$ cat src/rtl/fp_div_seq.sv
// Sequential binary32 divider (restoring, one quotient bit/cycle), flush-to-zero; latency 1 (special) or 28 (normal).
// No backpressure: start is accepted only in IDLE and ignored while busy; done pulses for one cycle with the result.
module fp_div_seq (
  input  logic        clk,
  input  logic        rst,
  input  logic        start,
  input  logic [31:0] fp_X,
  input  logic [31:0] fp_Y,
  input  logic [2:0]  r_mode,
  output logic [31:0] fp_Z,
  output logic        ovrf,
  output logic        udrf,
  output logic        busy,
  output logic        done
);

  typedef enum logic [1:0] {S_IDLE, S_PREP, S_DIV, S_ROUND} state_t;

  localparam logic [2:0] RM_RTZ = 3'b001;
  localparam logic [2:0] RM_RDN = 3'b010;
  localparam logic [2:0] RM_RUP = 3'b011;
  localparam logic [2:0] RM_RMM = 3'b100;

  localparam logic [30:0] MAG_INF = 31'h7F800000;
  localparam logic [30:0] MAG_MAX = 31'h7F7FFFFF;

  state_t             r_state;
  logic [31:0]        r_x, r_y;
  logic [2:0]         r_rm;
  logic               r_sign;
  logic signed [9:0]  r_exp;
  logic [24:0]        r_rem;
  logic [23:0]        r_my;
  logic [25:0]        r_q;
  logic [4:0]         r_cnt;
  logic [31:0]        r_z;
  logic               r_ovrf, r_udrf, r_busy, r_done;

  // Operand classification for PREP
  logic [7:0]         w_ex, w_ey;
  logic               w_x_zero, w_y_zero, w_x_inf, w_y_inf, w_x_nan, w_y_nan;
  logic               w_sign;
  logic [23:0]        w_mx, w_my;
  logic               w_mx_lt;
  logic signed [9:0]  w_e_raw;
  logic               w_spec;
  logic [31:0]        w_spec_z;

  assign w_ex     = r_x[30:23];
  assign w_ey     = r_y[30:23];
  assign w_x_zero = (w_ex == 8'h00);
  assign w_y_zero = (w_ey == 8'h00);
  assign w_x_inf  = (w_ex == 8'hFF) && (r_x[22:0] == 23'd0);
  assign w_y_inf  = (w_ey == 8'hFF) && (r_y[22:0] == 23'd0);
  assign w_x_nan  = (w_ex == 8'hFF) && (r_x[22:0] != 23'd0);
  assign w_y_nan  = (w_ey == 8'hFF) && (r_y[22:0] != 23'd0);
  assign w_sign   = r_x[31] ^ r_y[31];
  assign w_mx     = {1'b1, r_x[22:0]};
  assign w_my     = {1'b1, r_y[22:0]};
  assign w_mx_lt  = (w_mx < w_my);
  assign w_e_raw  = {2'b00, w_ex} - {2'b00, w_ey} + 10'd127;

  always_comb begin
    w_spec   = 1'b1;
    w_spec_z = 32'h7FC00000;
    if (w_x_nan || w_y_nan || (w_x_zero && w_y_zero) || (w_x_inf && w_y_inf))
      w_spec_z = 32'h7FC00000;
    else if (w_x_inf)
      w_spec_z = {w_sign, MAG_INF};
    else if (w_y_inf)
      w_spec_z = {w_sign, 31'd0};
    else if (w_y_zero)
      w_spec_z = {w_sign, MAG_INF};
    else if (w_x_zero)
      w_spec_z = {w_sign, 31'd0};
    else
      w_spec = 1'b0;
  end

  // One restoring step; remainder stays below 2*my so 25 bits suffice
  logic        w_ge;
  logic [24:0] w_rem_sub;

  assign w_ge      = (r_rem >= {1'b0, r_my});
  assign w_rem_sub = w_ge ? (r_rem - {1'b0, r_my}) : r_rem;

  // Rounding and range checks for ROUND
  logic               w_g, w_r, w_l, w_s, w_inc;
  logic [23:0]        w_mant_sum;
  logic signed [9:0]  w_exp_fin;
  logic               w_ovf, w_udf;
  logic [31:0]        w_ovf_z;

  assign w_l = r_q[2];
  assign w_g = r_q[1];
  assign w_r = r_q[0];
  assign w_s = |r_rem;

  always_comb begin
    w_inc = w_g & (w_l | w_r | w_s);
    case (r_rm)
      RM_RTZ:  w_inc = 1'b0;
      RM_RDN:  w_inc = r_sign & (w_g | w_r | w_s);
      RM_RUP:  w_inc = ~r_sign & (w_g | w_r | w_s);
      RM_RMM:  w_inc = w_g;
      default: w_inc = w_g & (w_l | w_r | w_s);
    endcase
  end

  assign w_mant_sum = {1'b0, r_q[24:2]} + {23'd0, w_inc};
  assign w_exp_fin  = r_exp + (w_mant_sum[23] ? 10'sd1 : 10'sd0);
  assign w_ovf      = (w_exp_fin >= 10'sd255);
  assign w_udf      = (w_exp_fin <= 10'sd0);

  always_comb begin
    w_ovf_z = {r_sign, MAG_INF};
    case (r_rm)
      RM_RTZ:  w_ovf_z = {r_sign, MAG_MAX};
      RM_RDN:  w_ovf_z = {r_sign, r_sign ? MAG_INF : MAG_MAX};
      RM_RUP:  w_ovf_z = {r_sign, r_sign ? MAG_MAX : MAG_INF};
      default: w_ovf_z = {r_sign, MAG_INF};
    endcase
  end

  always_ff @(posedge clk or posedge rst) begin
    if (rst) begin
      r_state <= S_IDLE;
      r_x     <= 32'd0;
      r_y     <= 32'd0;
      r_rm    <= 3'd0;
      r_sign  <= 1'b0;
      r_exp   <= 10'sd0;
      r_rem   <= 25'd0;
      r_my    <= 24'd0;
      r_q     <= 26'd0;
      r_cnt   <= 5'd0;
      r_z     <= 32'd0;
      r_ovrf  <= 1'b0;
      r_udrf  <= 1'b0;
      r_busy  <= 1'b0;
      r_done  <= 1'b0;
    end else begin
      r_done <= 1'b0;
      case (r_state)
        S_IDLE: begin
          if (start) begin
            r_x     <= fp_X;
            r_y     <= fp_Y;
            r_rm    <= r_mode;
            r_busy  <= 1'b1;
            r_state <= S_PREP;
          end
        end
        S_PREP: begin
          r_sign <= w_sign;
          if (w_spec) begin
            r_z     <= w_spec_z;
            r_ovrf  <= 1'b0;
            r_udrf  <= 1'b0;
            r_done  <= 1'b1;
            r_busy  <= 1'b0;
            r_state <= S_IDLE;
          end else begin
            // Pre-normalise so the quotient lands in [1,2)
            r_exp   <= w_mx_lt ? (w_e_raw - 10'sd1) : w_e_raw;
            r_rem   <= w_mx_lt ? {w_mx, 1'b0} : {1'b0, w_mx};
            r_my    <= w_my;
            r_q     <= 26'd0;
            r_cnt   <= 5'd0;
            r_state <= S_DIV;
          end
        end
        S_DIV: begin
          r_q   <= {r_q[24:0], w_ge};
          r_rem <= w_rem_sub << 1;
          if (r_cnt == 5'd25) begin
            r_cnt   <= 5'd0;
            r_state <= S_ROUND;
          end else begin
            r_cnt <= r_cnt + 5'd1;
          end
        end
        S_ROUND: begin
          if (w_ovf) begin
            r_z    <= w_ovf_z;
            r_ovrf <= 1'b1;
            r_udrf <= 1'b0;
          end else if (w_udf) begin
            r_z    <= {r_sign, 31'd0};
            r_ovrf <= 1'b0;
            r_udrf <= 1'b1;
          end else begin
            r_z    <= {r_sign, w_exp_fin[7:0], w_mant_sum[22:0]};
            r_ovrf <= 1'b0;
            r_udrf <= 1'b0;
          end
          r_done  <= 1'b1;
          r_busy  <= 1'b0;
          r_state <= S_IDLE;
        end
        default: begin
          r_busy  <= 1'b0;
          r_state <= S_IDLE;
        end
      endcase
    end
  end

  assign fp_Z = r_z;
  assign ovrf = r_ovrf;
  assign udrf = r_udrf;
  assign busy = r_busy;
  assign done = r_done;

endmodule

$ cat config.mk
export PLATFORM = sky130hd
export DESIGN_NAME = fp_div_seq
export DESIGN_NICKNAME = d
export VERILOG_FILES = /design/src/rtl/fp_div_seq.sv
export SDC_FILE = /design/constraint.sdc
export NUM_CORES = 1
export LEC_CHECK = 0
export CORE_MARGIN = 1.5
export CORE_UTILIZATION = 60
export DETAILED_ROUTE_END_ITERATION = 10
export GPL_ROUTABILITY_DRIVEN = 1
export HOLD_SLACK_MARGIN = 0.02
export MAX_ROUTING_LAYER = met4
export PLACE_DENSITY = 0.83
export SLEW_MARGIN = 15
export SYNTH_ARGS = -nofsm -noshare
export SYNTH_HDL_FRONTEND = slang
export SYNTH_SLANG_ARGS = --single-unit
$ cat constraint.sdc
create_clock -name clk -period 15 [get_ports clk]
set_clock_uncertainty 0.2 [all_clocks]
set_input_delay 1.5 -clock clk [delete_from_list [all_inputs] [get_ports clk]]
set_output_delay 1.5 -clock clk [all_outputs]
set_load 0.005 [all_outputs]
======== After elaboration in Yosys (flattened, before gate mapping) ========
Index checks and enable logic that the tools add are counted.
Widths: inputs -> output; s select.
storage, ports and cells
  register bits ........................... 195
  input port bits ......................... 70
  output and inout bits ................... 36
  word-level logic and storage cells ...... 119
operators by class
  add/subtract/negate cells ............... 7
  $lt $le $gt $ge ......................... 4
  equality and inequality tests ........... 14
  multiplexer cells ....................... 43
  bitwise logic cells ..................... 10
  reduce and logical (&&, ||, !) cells .... 26
operators with widths
  cell                  number
  $mux 32               6
  $pmux 25 s2           2
  $mux 25               3
  $mux 24               3
  $pmux 24 s3           1
  $pmux 32 s2           1
  $mux 31               2
  $logic_not 23->1      2
  $reduce_bool 23->1    2
  $ge 25x24->1          1
  $reduce_or 25->1      1
  $add 23x1->24         1
  $lt 24x24->1          1
  $sub 24x24->24        1
  $eq 8x8->1 const B    2
  $logic_not 8->1       2
  $mux 1                12
  $add 10x2->10         1
  $add 9x8->10 const B  1
  $ge 10x9->1 const B   1
  $le 10x1->1 const B   1
  $mux 10               1
  $mux 5                2
  $pmux 5 s2            1
  other kinds (26)      53

======== Depth between registers and ports, before layout ========
  depth in word-level cells ............... 11
  depth in mapped cells ................... 26
  mapped depth without buffers ............ 24

======== Least setup slack after synthesis ========
OpenSTA, ideal clock, no wires.
  kind .................................... register -> register
  start point ............................. register r_rem[6]
  end point ............................... register r_z[2], in the netlist fp_Z[2]
  library setup time ...................... 121 ps
  data arrival time ....................... 4199 ps
  data required time ...................... 14679 ps
  path slack .............................. 10480 ps
  cell stages (with the launch flop) ...... 25
  buffers on the path ..................... 1
  clock period less this slack ............ 4520 ps
  path through ............................ dfrtp_1 > nor4_1 > nand4_1 > nor3_1 > o21ai_0 > o21ai_0 > a21oi_1 > a21oi_1 > o32ai_1 > ha_1 > nand3_1 > nor2_1 > and2_0 > nand4_1 > nor4_1 > ha_1 > ha_1 > xor2_1 > or4_1 > nor3_1 > a41o_1 > buf_2 > inv_1 > and2_1 > a22o_1
on the way
  cells in the longest elaborated chain, start to end .. 11
  elaborated cells between the ends (all ways) .. 15
  classes of those cells .................. add/sub: 2; order compare: 2; mux: 5; bitwise: 5; reduce/logical: 1
RTL lines
  what                                   line           source
  from (decl)                            32             logic [24:0] r_rem;
  from (signal assigned)                 166            r_rem <= w_mx_lt ? {w_mx, 1'b0} : {1'b0, w_mx};
  from (signal assigned)                 175            r_rem <= w_rem_sub << 1;
  $reduce_or 25->1 (*)                   97             assign w_s = |r_rem;
  $or 1x1->1, on equally long branches   106, 103, 104
  $and 1x1->1, on equally long branches  106, 103, 104
  $pmux 1 s4 (*)                         101            case (r_rm)
  $add 23x1->24 (*)                      110            assign w_mant_sum = {1'b0, r_q[24:2]} + {23'd0, w_inc};
  $mux 1                                 111            assign w_exp_fin = r_exp + (w_mant_sum[23] ? 10'sd1 : 10'sd0);
  $add 10x2->10                          111
  $le 10x1->1                            113            assign w_udf = (w_exp_fin <= 10'sd0);
  $mux 31                                188            end else if (w_udf) begin
  $mux 31 (*)                            184            if (w_ovf) begin
  $pmux 32 s2 (*)                        144            case (r_state)
  to (signal assigned)                   185            r_z <= w_ovf_z;
  to (signal assigned)                   189            r_z <= {r_sign, 31'd0};
  to (signal assigned)                   193            r_z <= {r_sign, w_exp_fin[7:0], w_mant_sum[22:0]};
  to (decl)                              36             logic [31:0] r_z;
Every way passes the cells marked *; elsewhere a longest branch is shown, timed or not.
A chain may end at the register's enable or synchronous reset.

======== Final worst setup path ========
  start point ............................. register r_rem[3]
  end point ............................... register r_z[23], in the netlist fp_Z[23]
on the way
  cells in the longest elaborated chain, start to end .. 11
  elaborated cells between the ends (all ways) .. 15
  classes of those cells .................. add/sub: 2; order compare: 2; mux: 5; bitwise: 5; reduce/logical: 1
RTL lines
  what                                   line
  $reduce_or 25->1 (*)                   97
  $or 1x1->1, on equally long branches   106, 103, 104
  $and 1x1->1, on equally long branches  106, 103, 104
  $pmux 1 s4 (*)                         101
  $add 23x1->24 (*)                      110
  $mux 1 (*)                             111
  $add 10x2->10 (*)                      111
  $le 10x1->1                            113
  $mux 31                                188
  $mux 31 (*)                            184
  $pmux 32 s2 (*)                        144
Marked as above.

==> flow_summary.ini <==
[outcome]
outcome = finished, final reports clean

[synth]
netlist.area_leader.share = 0.413
async_flop_share = 1.00
yosysTopAreaCell = dfrtp_1
ys_seq_area_frac = 0.413
synth-main-ff-cell = dfrtp_1
synth_cell_type_count = 87
synth.area.top_cells = dfrtp_1, ha_1, mux2_2
avgSynthCellArea_um2 = 9.89
syn_nets = 1333
ys_ff_latch = 195
synth_edf_count = 0
yosysMostFrequentCell = dfrtp_1
synthTopCellsByCount = dfrtp_1, nand2_1, o21ai_0
syn_inst = 1194
synth_area_um2 = 11800
synth_warnings = 0

[clocking]
clk-insertion-delay-late_ps = 440
cts.sinks = 195
cts_setup_buffers = 0
cts_tree = built
clock_tree.buffer_depth = 2
hold_buffers = 0
cts_resized = 0
h-tree-depth = 4
cts_buffers = 17
clock-root-buffer = clkbuf_16
path_clk_slew_ps = 70

[floorplanning]
die_h_um = 143
fp.coreArea_um2 = 19400
fp-row-count = 51
start_util = 0.609
dieWidth_um = 143
die_area_um2 = 20500
io_pins = 106

[timing]
worst-slew-pin-transition_ps = 1130
fin_tns_setup_ps = 0
fmaxAchievable_mhz = 178
hold_violations = 0
slew_headroom = 0.249
setup_viol = 0
setup_slack_ps = 9390
maxSlewViolCount = 0
rsz0062_at_grt = false
hold_ws_ps = 262
finalCriticalPeriod_ps = 5610
final.period_utilization = 0.374

[global_routing]
grt_overflow = 0
grt_usage = 0.298
antenna_found_initial = 1
grt_first_pass_wirelength_mm = 46.4
grt_pass1_vias = 9161
grt_max_degree = 124

[finish]
final_nets = 1410
nFillCells = 1489
fin_area_um2 = 13600
drive_above_1_share = 0.107
synthToLayoutAreaGrowth_pct = 15.3

[worst_setup_path]
required_ps = 15120
cp.arrival_ps = 5720
critPathTopFamily = simple AND/OR/NAND/NOR gates
worstPathCellList = nor4_1, nand4_1, nor3_1, o21ai_0, o21ai_0, a21oi_1, a21oi_1, o32ai_1, ha_1, nand3_1, nor2_1, and2_0, nand4_1, nor4_1, ha_1, ha_1, xor2_1, or4_1, nor3_1, a41o_1, nor2_1, a311oi_1, nor2_1
cpMaxStageDelayCell = a41o_1
crit_path_end_kind = flip-flop
r2r_start = r_rem[3]
crit_start = r_rem[3]
slowest_delay_ps = 530
critPathBufInv = 0
path_class = flip-flop to flip-flop
crit_fanout = 20
start_kind = flip-flop

[pwr]
vdd_drop_max_uv = 167
p_total_w = 0.00366
p_per_area_nw_per_um2 = 269
p_leak_nw = 5.91

[routing]
wl_per_cell_um = 18.4
routed_wl_mm = 28.5
dr.pass1.iters = 8
viasPerCell = 6.14
antenna_left = 0
drc = 0
vias = 9517
drtIter0Drc = 806

[job]
max_cap_viol_count = 0

[worst_hold_path]
hold_class = flip-flop to flip-flop
hp-start = r_my[23]

[placed_design]
dpl_cell_area_um2 = 13000
dp_slack_ps = 9450
dp_hpwl_mm = 20.9
io_buffers = 105
gp_congestion = 0.939
cells by family (layout without fill, tap and decap cells):
family,count (synthesis),in the layout,share of synthesized area
other,0,1,0
DFF,195,195,0.413
xor gates and xnor gates,65,65,0.0508
buffers and inverters,135,225,0.0481
and+or+nand+nor,314,314,0.135
muxes,109,109,0.0998
AOI/OAI and AO/OA,307,307,0.179
adders and majority gates,69,69,0.0744
worst reg2reg max path: cells and delay by family (launching register included):
family	cells	cell delay [ps]
flops	1	420
xor+xnor	1	170
fa+ha+maj	3	640
simple gates	12	2550
compound gates	7	1500
flip-flops by register name (all words and copies together), names as in the netlist, named ones only:
name	count
r_state	1
r_q	25
r_rm	3
r_rem	25
r_y	32
ovrf	1
r_x	32
fp_Z	32
r_cnt	5
r_exp	10
udrf	1
r_my	24
done	1
r_sign	1
busy	1
worst paths after layout:
kind                       endpoint  slack [ps]  cells past startpoint
max                        fp_Z[23]        9390                     23
min                        r_my[23]         260                      2
max reg2reg                fp_Z[23]        9390                     23
min reg2reg                r_my[23]         260                      2
max in group asynchronous   r_y[13]       11720                      3
min in group asynchronous  fp_Z[30]        1420                      2
per-layer routing:
| layer | global-route usage | routed length, um |
|---|---|---|
| met1 | 0.369 | 12300 |
| met2 | 0.498 | 13900 |
| met3 | 0.0387 | 1220 |
| met4 | 0.120 | 1020 |
| met5 | - | 0 |
final cells by class:
class	instances	area, um2	area share
multi-input combinational	864	6380	0.469
sequential	195	4880	0.358
timing repair buffer	114	1120	0.0822
clock buffer	21	460	0.0338
tap	265	332	0.0244
inverter	79	304	0.0223
clock inverter	11	138	0.0101
antenna	1	2.50	0.000184
through the flow:
| step | instances | util |
|---|---|---|
| 3_5_place_dp | 1517 | 0.671 |
| 5_1_grt | 1550 | 0.702 |
| 6_report | 1550 | 0.702 |
| 4_1_cts | 1549 | 0.702 |
| 2_1_floorplan | 1194 | - |
| 3_3_place_gp | 1517 | 0.671 |
where the power goes:
group          switching [W]  leakage (nW)  total (W)  internal (W)
registers           0.000231          2.39   0.000980      0.000749
logic                0.00123          3.23    0.00220      0.000970
clock network       0.000214         0.289   0.000473      0.000259
total                0.00168          5.91    0.00366       0.00198
layout by cell type (no fill, tap or decap), types with 10 or more instances in the layout:
master             n
nor4_1            19
mux2_2            70
nor3_1            20
inv_1             77
clkdlybuf4s50_1  105
nand2_1           98
dfrtp_1          195
ha_1              67
xnor2_1           29
a31oi_1           10
mux2i_1           39
nand4_1           23
nor2_1            53
nand3_1           32
a21oi_1           56
a21o_1            18
xor2_1            32
a22o_1            44
o2bb2ai_1         15
o21ai_0           83
clkbuf_16         17
Note: power is estimated with default switching activity, not from simulation.
